<file path="src/rtl/lsu_pkg.sv">
// Shared types and helpers for the load/store bus interface.
// Holds the FSM state encoding, funct3 access-size codes and the alignment check.
package lsu_pkg;

    typedef enum logic [1:0] {
        IDLE,
        REQ,
        WAIT,
        DONE
    } lsu_state_e;

    localparam logic [2:0] F3_LB  = 3'b000;
    localparam logic [2:0] F3_LH  = 3'b001;
    localparam logic [2:0] F3_LW  = 3'b010;
    localparam logic [2:0] F3_LBU = 3'b100;
    localparam logic [2:0] F3_LHU = 3'b101;

    // Undefined funct3 encodings behave as word accesses.
    function automatic logic is_misaligned(input logic [2:0] funct3, input logic [1:0] offset);
        logic mis;
        case (funct3)
            F3_LB, F3_LBU: mis = 1'b0;
            F3_LH, F3_LHU: mis = offset[0];
            default:       mis = (offset != 2'b00);
        endcase
        return mis;
    endfunction

endpackage

</file>
<file path="src/rtl/lsu_lane_align.sv">
// Byte-lane steering: store strobes and replicated write data, plus load
// byte/half extraction with sign or zero extension.
module lsu_lane_align
    import lsu_pkg::*;
(
    input  logic [2:0]  funct3,
    input  logic [1:0]  offset,
    input  logic [31:0] wdata,
    input  logic [31:0] rdata,
    output logic [3:0]  wstrb,
    output logic [31:0] lane_wdata,
    output logic [31:0] load_data
);

    logic [7:0]  byte_sel;
    logic [15:0] half_sel;

    always_comb begin
        case (offset)
            2'd0:    byte_sel = rdata[7:0];
            2'd1:    byte_sel = rdata[15:8];
            2'd2:    byte_sel = rdata[23:16];
            default: byte_sel = rdata[31:24];
        endcase
        half_sel = offset[1] ? rdata[31:16] : rdata[15:0];
    end

    always_comb begin
        wstrb      = 4'b1111;
        lane_wdata = wdata;
        load_data  = rdata;
        case (funct3)
            F3_LB, F3_LBU: begin
                wstrb      = 4'b0001 << offset;
                lane_wdata = {4{wdata[7:0]}};
            end
            F3_LH, F3_LHU: begin
                wstrb      = 4'b0011 << offset;
                lane_wdata = {2{wdata[15:0]}};
            end
            default: ;
        endcase
        case (funct3)
            F3_LB:   load_data = {{24{byte_sel[7]}}, byte_sel};
            F3_LBU:  load_data = {24'd0, byte_sel};
            F3_LH:   load_data = {{16{half_sel[15]}}, half_sel};
            F3_LHU:  load_data = {16'd0, half_sel};
            default: load_data = rdata;
        endcase
    end

endmodule

</file>
<file path="src/rtl/lsu_bus_if.sv">
// Load/store unit: turns the writeback memory request into a word-aligned
// valid/ready bus transaction and returns extended load data, with a watchdog.
module lsu_bus_if
    import lsu_pkg::*;
#(
    parameter int unsigned TIMEOUT = 16
) (
    input  logic        clk,
    input  logic        rst,
    input  logic        lsu_req,
    input  logic        lsu_we,
    input  logic [31:0] lsu_addr,
    input  logic [31:0] lsu_wdata,
    input  logic [2:0]  lsu_funct3,
    output logic [31:0] lsu_rdata,
    output logic        lsu_done,
    output logic        lsu_stall,
    output logic        lsu_misaligned,
    output logic        lsu_fault,
    output logic        bus_valid,
    input  logic        bus_ready,
    output logic [31:0] bus_addr,
    output logic        bus_we,
    output logic [3:0]  bus_wstrb,
    output logic [31:0] bus_wdata,
    input  logic        bus_rvalid,
    input  logic [31:0] bus_rdata
);

    localparam logic [7:0] CNT_LIMIT = 8'(TIMEOUT - 1);

    lsu_state_e  state_q;
    logic [7:0]  cnt_q;
    logic [2:0]  f3_q;
    logic [1:0]  off_q;
    logic [31:0] rdata_q;
    logic        done_q;
    logic        fault_q;
    logic        valid_q;
    logic [31:0] bus_addr_q;
    logic        bus_we_q;
    logic [3:0]  bus_wstrb_q;
    logic [31:0] bus_wdata_q;

    logic [2:0]  sel_f3;
    logic [1:0]  sel_off;
    logic [3:0]  wstrb;
    logic [31:0] lane_wdata;
    logic [31:0] load_data;
    logic        mis_now;
    logic        timeout_hit;

    // One aligner serves both directions: live request fields while idle,
    // latched fields while the access is in flight.
    assign sel_f3  = (state_q == IDLE) ? lsu_funct3 : f3_q;
    assign sel_off = (state_q == IDLE) ? lsu_addr[1:0] : off_q;

    lsu_lane_align u_align (
        .funct3     (sel_f3),
        .offset     (sel_off),
        .wdata      (lsu_wdata),
        .rdata      (bus_rdata),
        .wstrb      (wstrb),
        .lane_wdata (lane_wdata),
        .load_data  (load_data)
    );

    assign mis_now     = (state_q == IDLE) && lsu_req && is_misaligned(lsu_funct3, lsu_addr[1:0]);
    assign timeout_hit = (cnt_q >= CNT_LIMIT);

    always_ff @(posedge clk or posedge rst) begin
        if (rst) begin
            state_q     <= IDLE;
            cnt_q       <= 8'd0;
            f3_q        <= 3'd0;
            off_q       <= 2'd0;
            rdata_q     <= 32'd0;
            done_q      <= 1'b0;
            fault_q     <= 1'b0;
            valid_q     <= 1'b0;
            bus_addr_q  <= 32'd0;
            bus_we_q    <= 1'b0;
            bus_wstrb_q <= 4'd0;
            bus_wdata_q <= 32'd0;
        end else begin
            done_q  <= 1'b0;
            fault_q <= 1'b0;
            case (state_q)
                IDLE: begin
                    if (lsu_req && !is_misaligned(lsu_funct3, lsu_addr[1:0])) begin
                        state_q     <= REQ;
                        cnt_q       <= 8'd0;
                        f3_q        <= lsu_funct3;
                        off_q       <= lsu_addr[1:0];
                        valid_q     <= 1'b1;
                        bus_addr_q  <= {lsu_addr[31:2], 2'b00};
                        bus_we_q    <= lsu_we;
                        bus_wstrb_q <= lsu_we ? wstrb : 4'b0000;
                        bus_wdata_q <= lane_wdata;
                    end
                end
                REQ: begin
                    cnt_q <= cnt_q + 8'd1;
                    // A response cannot arrive before acceptance, so the watchdog wins here.
                    if (timeout_hit) begin
                        state_q <= DONE;
                        valid_q <= 1'b0;
                        done_q  <= 1'b1;
                        fault_q <= 1'b1;
                        rdata_q <= 32'd0;
                    end else if (bus_ready) begin
                        state_q <= WAIT;
                        valid_q <= 1'b0;
                    end
                end
                WAIT: begin
                    cnt_q <= cnt_q + 8'd1;
                    if (bus_rvalid) begin
                        state_q <= DONE;
                        done_q  <= 1'b1;
                        rdata_q <= load_data;
                    end else if (timeout_hit) begin
                        state_q <= DONE;
                        done_q  <= 1'b1;
                        fault_q <= 1'b1;
                        rdata_q <= 32'd0;
                    end
                end
                default: state_q <= IDLE;
            endcase
        end
    end

    assign lsu_rdata      = rdata_q;
    assign lsu_done       = done_q | mis_now;
    assign lsu_misaligned = mis_now;
    assign lsu_fault      = fault_q;
    assign lsu_stall      = lsu_req & ~lsu_done;
    assign bus_valid      = valid_q;
    assign bus_addr       = bus_addr_q;
    assign bus_we         = bus_we_q;
    assign bus_wstrb      = bus_wstrb_q;
    assign bus_wdata      = bus_wdata_q;

endmodule

</file>
<file path="config.mk">
export PLATFORM = sky130hd
export DESIGN_NAME = lsu_bus_if
export DESIGN_NICKNAME = d
export VERILOG_FILES = /design/src/rtl/lsu_pkg.sv /design/src/rtl/lsu_lane_align.sv /design/src/rtl/lsu_bus_if.sv
export SDC_FILE = /design/constraint.sdc
export NUM_CORES = 1
export LEC_CHECK = 0
export CORE_MARGIN = 10
export CORE_UTILIZATION = 45
export CTS_CLUSTER_DIAMETER = 150
export DETAILED_ROUTE_END_ITERATION = 8
export PLACE_DENSITY = 0.76
export SLEW_MARGIN = 20
export SYNTH_ARGS = -nofsm -noshare
export SYNTH_HDL_FRONTEND = slang
export SYNTH_SLANG_ARGS = --single-unit
</file>
<file path="constraint.sdc">
create_clock -name clk -period 4.4 [get_ports clk]
set_clock_uncertainty 0.15 [all_clocks]
set_input_delay 0.44 -clock clk [delete_from_list [all_inputs] [get_ports clk]]
set_output_delay 0.44 -clock clk [all_outputs]
set_load 0.02 [all_outputs]
</file>
Word level (Yosys, flattened, before mapping) --
Cells that the tools add are included.
Operators by class: add/subtract/negate cells 1, $mul 0, div/mod/pow operators 0, magnitude comparators 1, equality and inequality tests 13, shifts and indexed selects 2, multiplexer cells 30, bitwise logic cells 3, reductions and logical operators 21
Operators with widths (count):
- $pmux 32 s2 | 2
- $pmux 32 s4 | 1
- $mux 32 | 2
- $pmux 8 s3 | 1
- $mux 16 | 1
- $pmux 8 s2 | 1
- $eq 3x3->1 const B | 4
- $mux 2 | 6
- $reduce_or 2->1 | 5
- $add 8x1->8 const B | 1
- $ge 8x4->1 const B | 1
- $mux 8 | 1
- $pmux 1 s2 | 4
- $pmux 4 s2 | 1
- $reduce_bool 2->1 | 4
- $mux 1 | 7
- $eq 3x1->1 const B | 2
- $logic_not 3->1 | 2
- $ne 3x3->1 const B | 2
- $pmux 2 s3 | 1
- $reduce_and 3->1 | 2
- $eq 2x1->1 const B | 2
- $eq 2x2->1 const B | 2
- $logic_not 2->1 | 2
- other kinds (11) | 14
Word-level totals: flip-flop bits (word level) 117, bits in latches 0, memory bits (writable) 0, ROM bits 0, input port bits 105, output and inout port bits 106, word-level logic and storage cells 83, memories 0

Depth between registers and ports, before layout --
depth after elaboration 8, gate-level depth with buffers 10, depth with buffers taken out 6

Hierarchy --
A second synthesis with hierarchy kept.
Unflattened totals: cell total of the unflattened synthesis 540, area total of the unflattened synthesis 6175.9 um^2
Modules (own cells, without submodules):
- lsu_bus_if | times used 1, cells each 336, area an instance 4772.1 um^2
- lsu_lane_align | times used 1, cells each 204, area an instance 1403.8 um^2

Worst setup path after synthesis --
OpenSTA, ideal clock, no wires.
path type reg-to-output, start register state_q[0], end output lsu_stall, arrival time 1.916 ns, path slack 1.894 ns, stages on the path, launching flop included 8, path through dfrtp_1 > inv_1 > ha_1 > buf_6 > and2_1 > a21boi_0 > or2_2 > nor2_1
On the way: word-level cells in the longest chain between the ends 6
Ends and longest elaborated chain:
- from (decl) | line lsu_bus_if.sv:32 | lsu_state_e state_q;
- from (signal assigned) | line lsu_bus_if.sv:73 | state_q <= IDLE;
- from (signal assigned) | line lsu_bus_if.sv:91 | state_q <= REQ;
- from (signal assigned) | line lsu_bus_if.sv:106 | state_q <= DONE;
- $logic_not 2->1 | line lsu_bus_if.sv:68 | assign mis_now = (state_q == IDLE) && lsu_req && is_misaligned(lsu_funct3, lsu_addr[1:0]);
- $logic_and 1x1->1 (2 in a row) | line lsu_bus_if.sv:68
- net lsu_misaligned | line lsu_bus_if.sv:18 | output logic lsu_misaligned,
- $or 1x1->1 | line lsu_bus_if.sv:135 | assign lsu_done = done_q | mis_now;
- net lsu_done | line lsu_bus_if.sv:16 | output logic lsu_done,
- $not 1->1 | line lsu_bus_if.sv:138 | assign lsu_stall = lsu_req & ~lsu_done;
- $and 1x1->1 | line lsu_bus_if.sv:138
- to (decl) | line lsu_bus_if.sv:17 | output logic lsu_stall,
The timed path passes the listed nets, and every way through them passes these cells.

Final worst setup path --
start input lsu_funct3[0], end output lsu_stall
On the way: word-level cells in the longest chain between the ends 7
Ends and longest elaborated chain:
- from (decl) | line lsu_bus_if.sv:14 | input logic [2:0] lsu_funct3,
- $eq 3x1->1 (tied with other cells) | line lsu_pkg.sv:21 | case (funct3)
- $reduce_or 2->1 | line lsu_pkg.sv:21
- $pmux 1 s2 (*) | line lsu_pkg.sv:21
- $logic_and 1x1->1 (*) | line lsu_bus_if.sv:68
- $or 1x1->1 (*) | line lsu_bus_if.sv:135
- $not 1->1 (*) | line lsu_bus_if.sv:138
- $and 1x1->1 (*) | line lsu_bus_if.sv:138
Every way passes the cells marked *; elsewhere a longest branch is shown, timed or not.

==> results.yml <==
outcome:
  outcome: "finished clean"
logic_synthesis:
  netlist.area_leader.share_pct: 49.56
  yosys_warnings: 0
  synth_seq_area_share_pct: 49.56
  yosysTopAreaCell: "dfrtp_1"
  synth_cells: 614
  synth_cell_type_count: 66
  synthFlopType: "dfrtp_1"
  syn_area_um2: 5908
  ys_ff_latch: 117
  ys_async_sr_fraction_pct: 100.0
  synth_edf_count: 0
  postSynthAreaPerCell_um2: 9.622
  synth_area_leaders: "dfrtp_1, nand2_1, mux2i_1"
clocking:
  cts_tree: "built"
  h-tree-depth: 4
  clock-root-buffer: "clkbuf_16"
  hold_buffers: 0
  clk_latency_ns: 0.42
  cts_resized: 0
  cts.sinks: 117
  path_clk_slew_ns: 0.05
  post-cts-setup-buffers: 0
  cts_made_buffers: 17
  clockBufferDepth: 2
drt:
  dr_total_vias: 5426
  drc_errors: 0
  dr.pass1.iters: 6
  vias_per_cell: 5.486
  avgRoutedWirePerCell_um: 19.80
  ant_nets: 0
  drt_wl_total_um: 19580
  drtIter0Drc: 482
run:
  drv_cap: 0
hold_path:
  hold_depth: 2
  min_from: "bus_addr[10]"
  hold_class: "reg -> reg"
  hold_end: "bus_addr[10]"
die:
  rows: 41
  pin_count: 211
  initial_core_util_pct: 46.44
  die_area_um2: 18110
  die_x_um: 134.6
  core_um2: 12720
  die_y_um: 134.6
place:
  post-place-ws_ns: 1.066
  place_area_um2: 8029
  io_buffer_count: 208
  place_hpwl_um: 14610
  place_congestion: 0.8980
timing:
  min_period_ns: 3.285
  hold_viol: 0
  setup_viol_count_final: 0
  fin_crit_sh_pct: 74.65
  tns_ns: 0
  rsz0062_at_grt: "false"
  max-slew-margin-rel_pct: 35.75
  slew_violations: 0
  worst_slack_ns: 1.115
  max_freq_mhz: 304.5
  worst_pin_slew_ns: 0.9638
setup_path:
  cp.required_ns: 3.81
  path_max_fanout: 9
  crit_arrival_ns: 2.69
  criticalPathCategory: "in -> out"
  setup.worst_path.start: "lsu_funct3[0]"
  r2r_setup_slack_ns: 1.27
  r2r-end: "lsu_rdata[16]"
  r2r-start: "state_q[0]"
  r2r_cells: 7
  end_kind: "output pin"
  start_kind: "input port"
final_layout:
  final_cell_mix: "clkdlybuf4s50_1, nand2_1, dfrtp_1"
  drive_above_1_share_pct: 8.088
  syn_to_final_growth_pct: 45.89
  fin_util_pct: 67.75
  design_area_um2: 8620
  nets: 916
  final_common_cell: "clkdlybuf4s50_1"
global_routing:
  grt_pass1_vias: 5545
  overflow: 0
  antenna_found_initial: 0
  track_usage_pct: 21.45
  grt_max_degree: 80
  grt_pass1_wl_um: 30820
power_and_ir_drop:
  power.density_nw_per_um2: 772.7
  p_leak_nw: 3.790
  vdd_drop_max_uv: 440.4
layer usage:
| metal | GRT usage [%] | part of all wire (%) | vias to the layer above |
|---|---|---|---|
| met5 | 0 | 0 | - |
| met4 | 8.283 | 2.6 | 0 |
| met3 | 8.049 | 7.8 | 32 |
| met2 | 34.85 | 49 | 200 |
| met1 | 25.18 | 40 | 2635 |
| li1 | - | - | 2559 |
logic make-up after synthesis:
logic type | after synthesis | synth area share [%]
and+or+nand+nor | 247 | 19.25
AOI/OAI and AO/OA | 155 | 18.81
DFF | 117 | 49.56
buffers and inverters | 56 | 4.956
muxes | 33 | 6.311
adders and majority gates | 5 | 1.059
other | 1 | 0.06347
metrics by stage:
stage,total power (W),cells,hold slack [ns]
final,0.006660,989,0.3192
after global routing,0.007067,988,0.3416
after CTS,0.006692,988,0.3244
after detailed placement,0.005303,959,0.3115
after global placement,0.005204,959,0.3066
after floorplan,0.003950,615,0.3507
registers in the layout, summed over array words and instances (netlist names):
name       cells
off_q          2
bus_wdata     32
bus_valid      1
lsu_rdata     32
lsu_fault      1
state_q        2
done_q         1
bus_addr      30
cnt_q          8
bus_wstrb      4
f3_q           3
bus_we         1
final cells by class:
class	instances	area (µm²)
Clock inverter	3	67.56
Multi-Input combinational cell	442	2715
Sequential cell	117	2928
Antenna cell	1	2.502
Clock buffer	26	509.2
Inverter	14	55.05
Timing Repair Buffer	214	2127
Tap cell	172	215.2
Fill cell	1071	4103
critical path: stages:
cell             delay, ns
clkdlybuf4s50_1       0.62
o21ai_2               0.40
a21boi_0              0.20
or2_2                 0.33
nor2_1                0.09
clkdlybuf4s50_1       0.61
cells in the mapped netlist, types with 2 or more instances:
master    number
nor3b_2        2
nor3_1         8
buf_4          5
o21ai_1       19
a222oi_1       7
a221oi_1       7
a21oi_1        8
and3_1         2
o211ai_1      14
ha_1           5
and4_1         2
inv_1         14
a32o_1         4
and3b_1        2
mux2i_1       21
mux2_4         3
nor2_1        13
dfrtp_1      117
nand2b_1       4
o31ai_1        3
a21boi_0       2
a32oi_1        3
buf_6          5
buf_2         21
mux2_2         6
a211oi_1       2
nor4_4         2
o211ai_2       3
o21ai_0       40
a221oi_2       2
a22oi_1       18
nor3b_1        2
a31oi_1        5
a311oi_1       2
and2_1         9
clkbuf_1      11
mux2i_2        2
or3_1          3
or2_2          2
nor2b_1        3
nand2_1      174
a22o_1         5
nand3_1        9
how the worst max path moves through the flow:
| stage | end | slack [ns] |
|---|---|---|
| global route | lsu_done | 0.97 |
| finish | lsu_stall | 1.12 |
| detailed placement | lsu_rdata[24] | 1.07 |
| floorplan | bus_addr[10] | 0.71 |
| global placement | lsu_stall | 1.21 |
| CTS | lsu_done | 1.12 |
where the power goes:
group	internal, W	total, W	switching (W)
sequential	0.00156	0.00188	0.000323
combinational	0.00147	0.00342	0.00195
clock	0.000898	0.00136	0.000462
(Power assumes the default switching activity.)
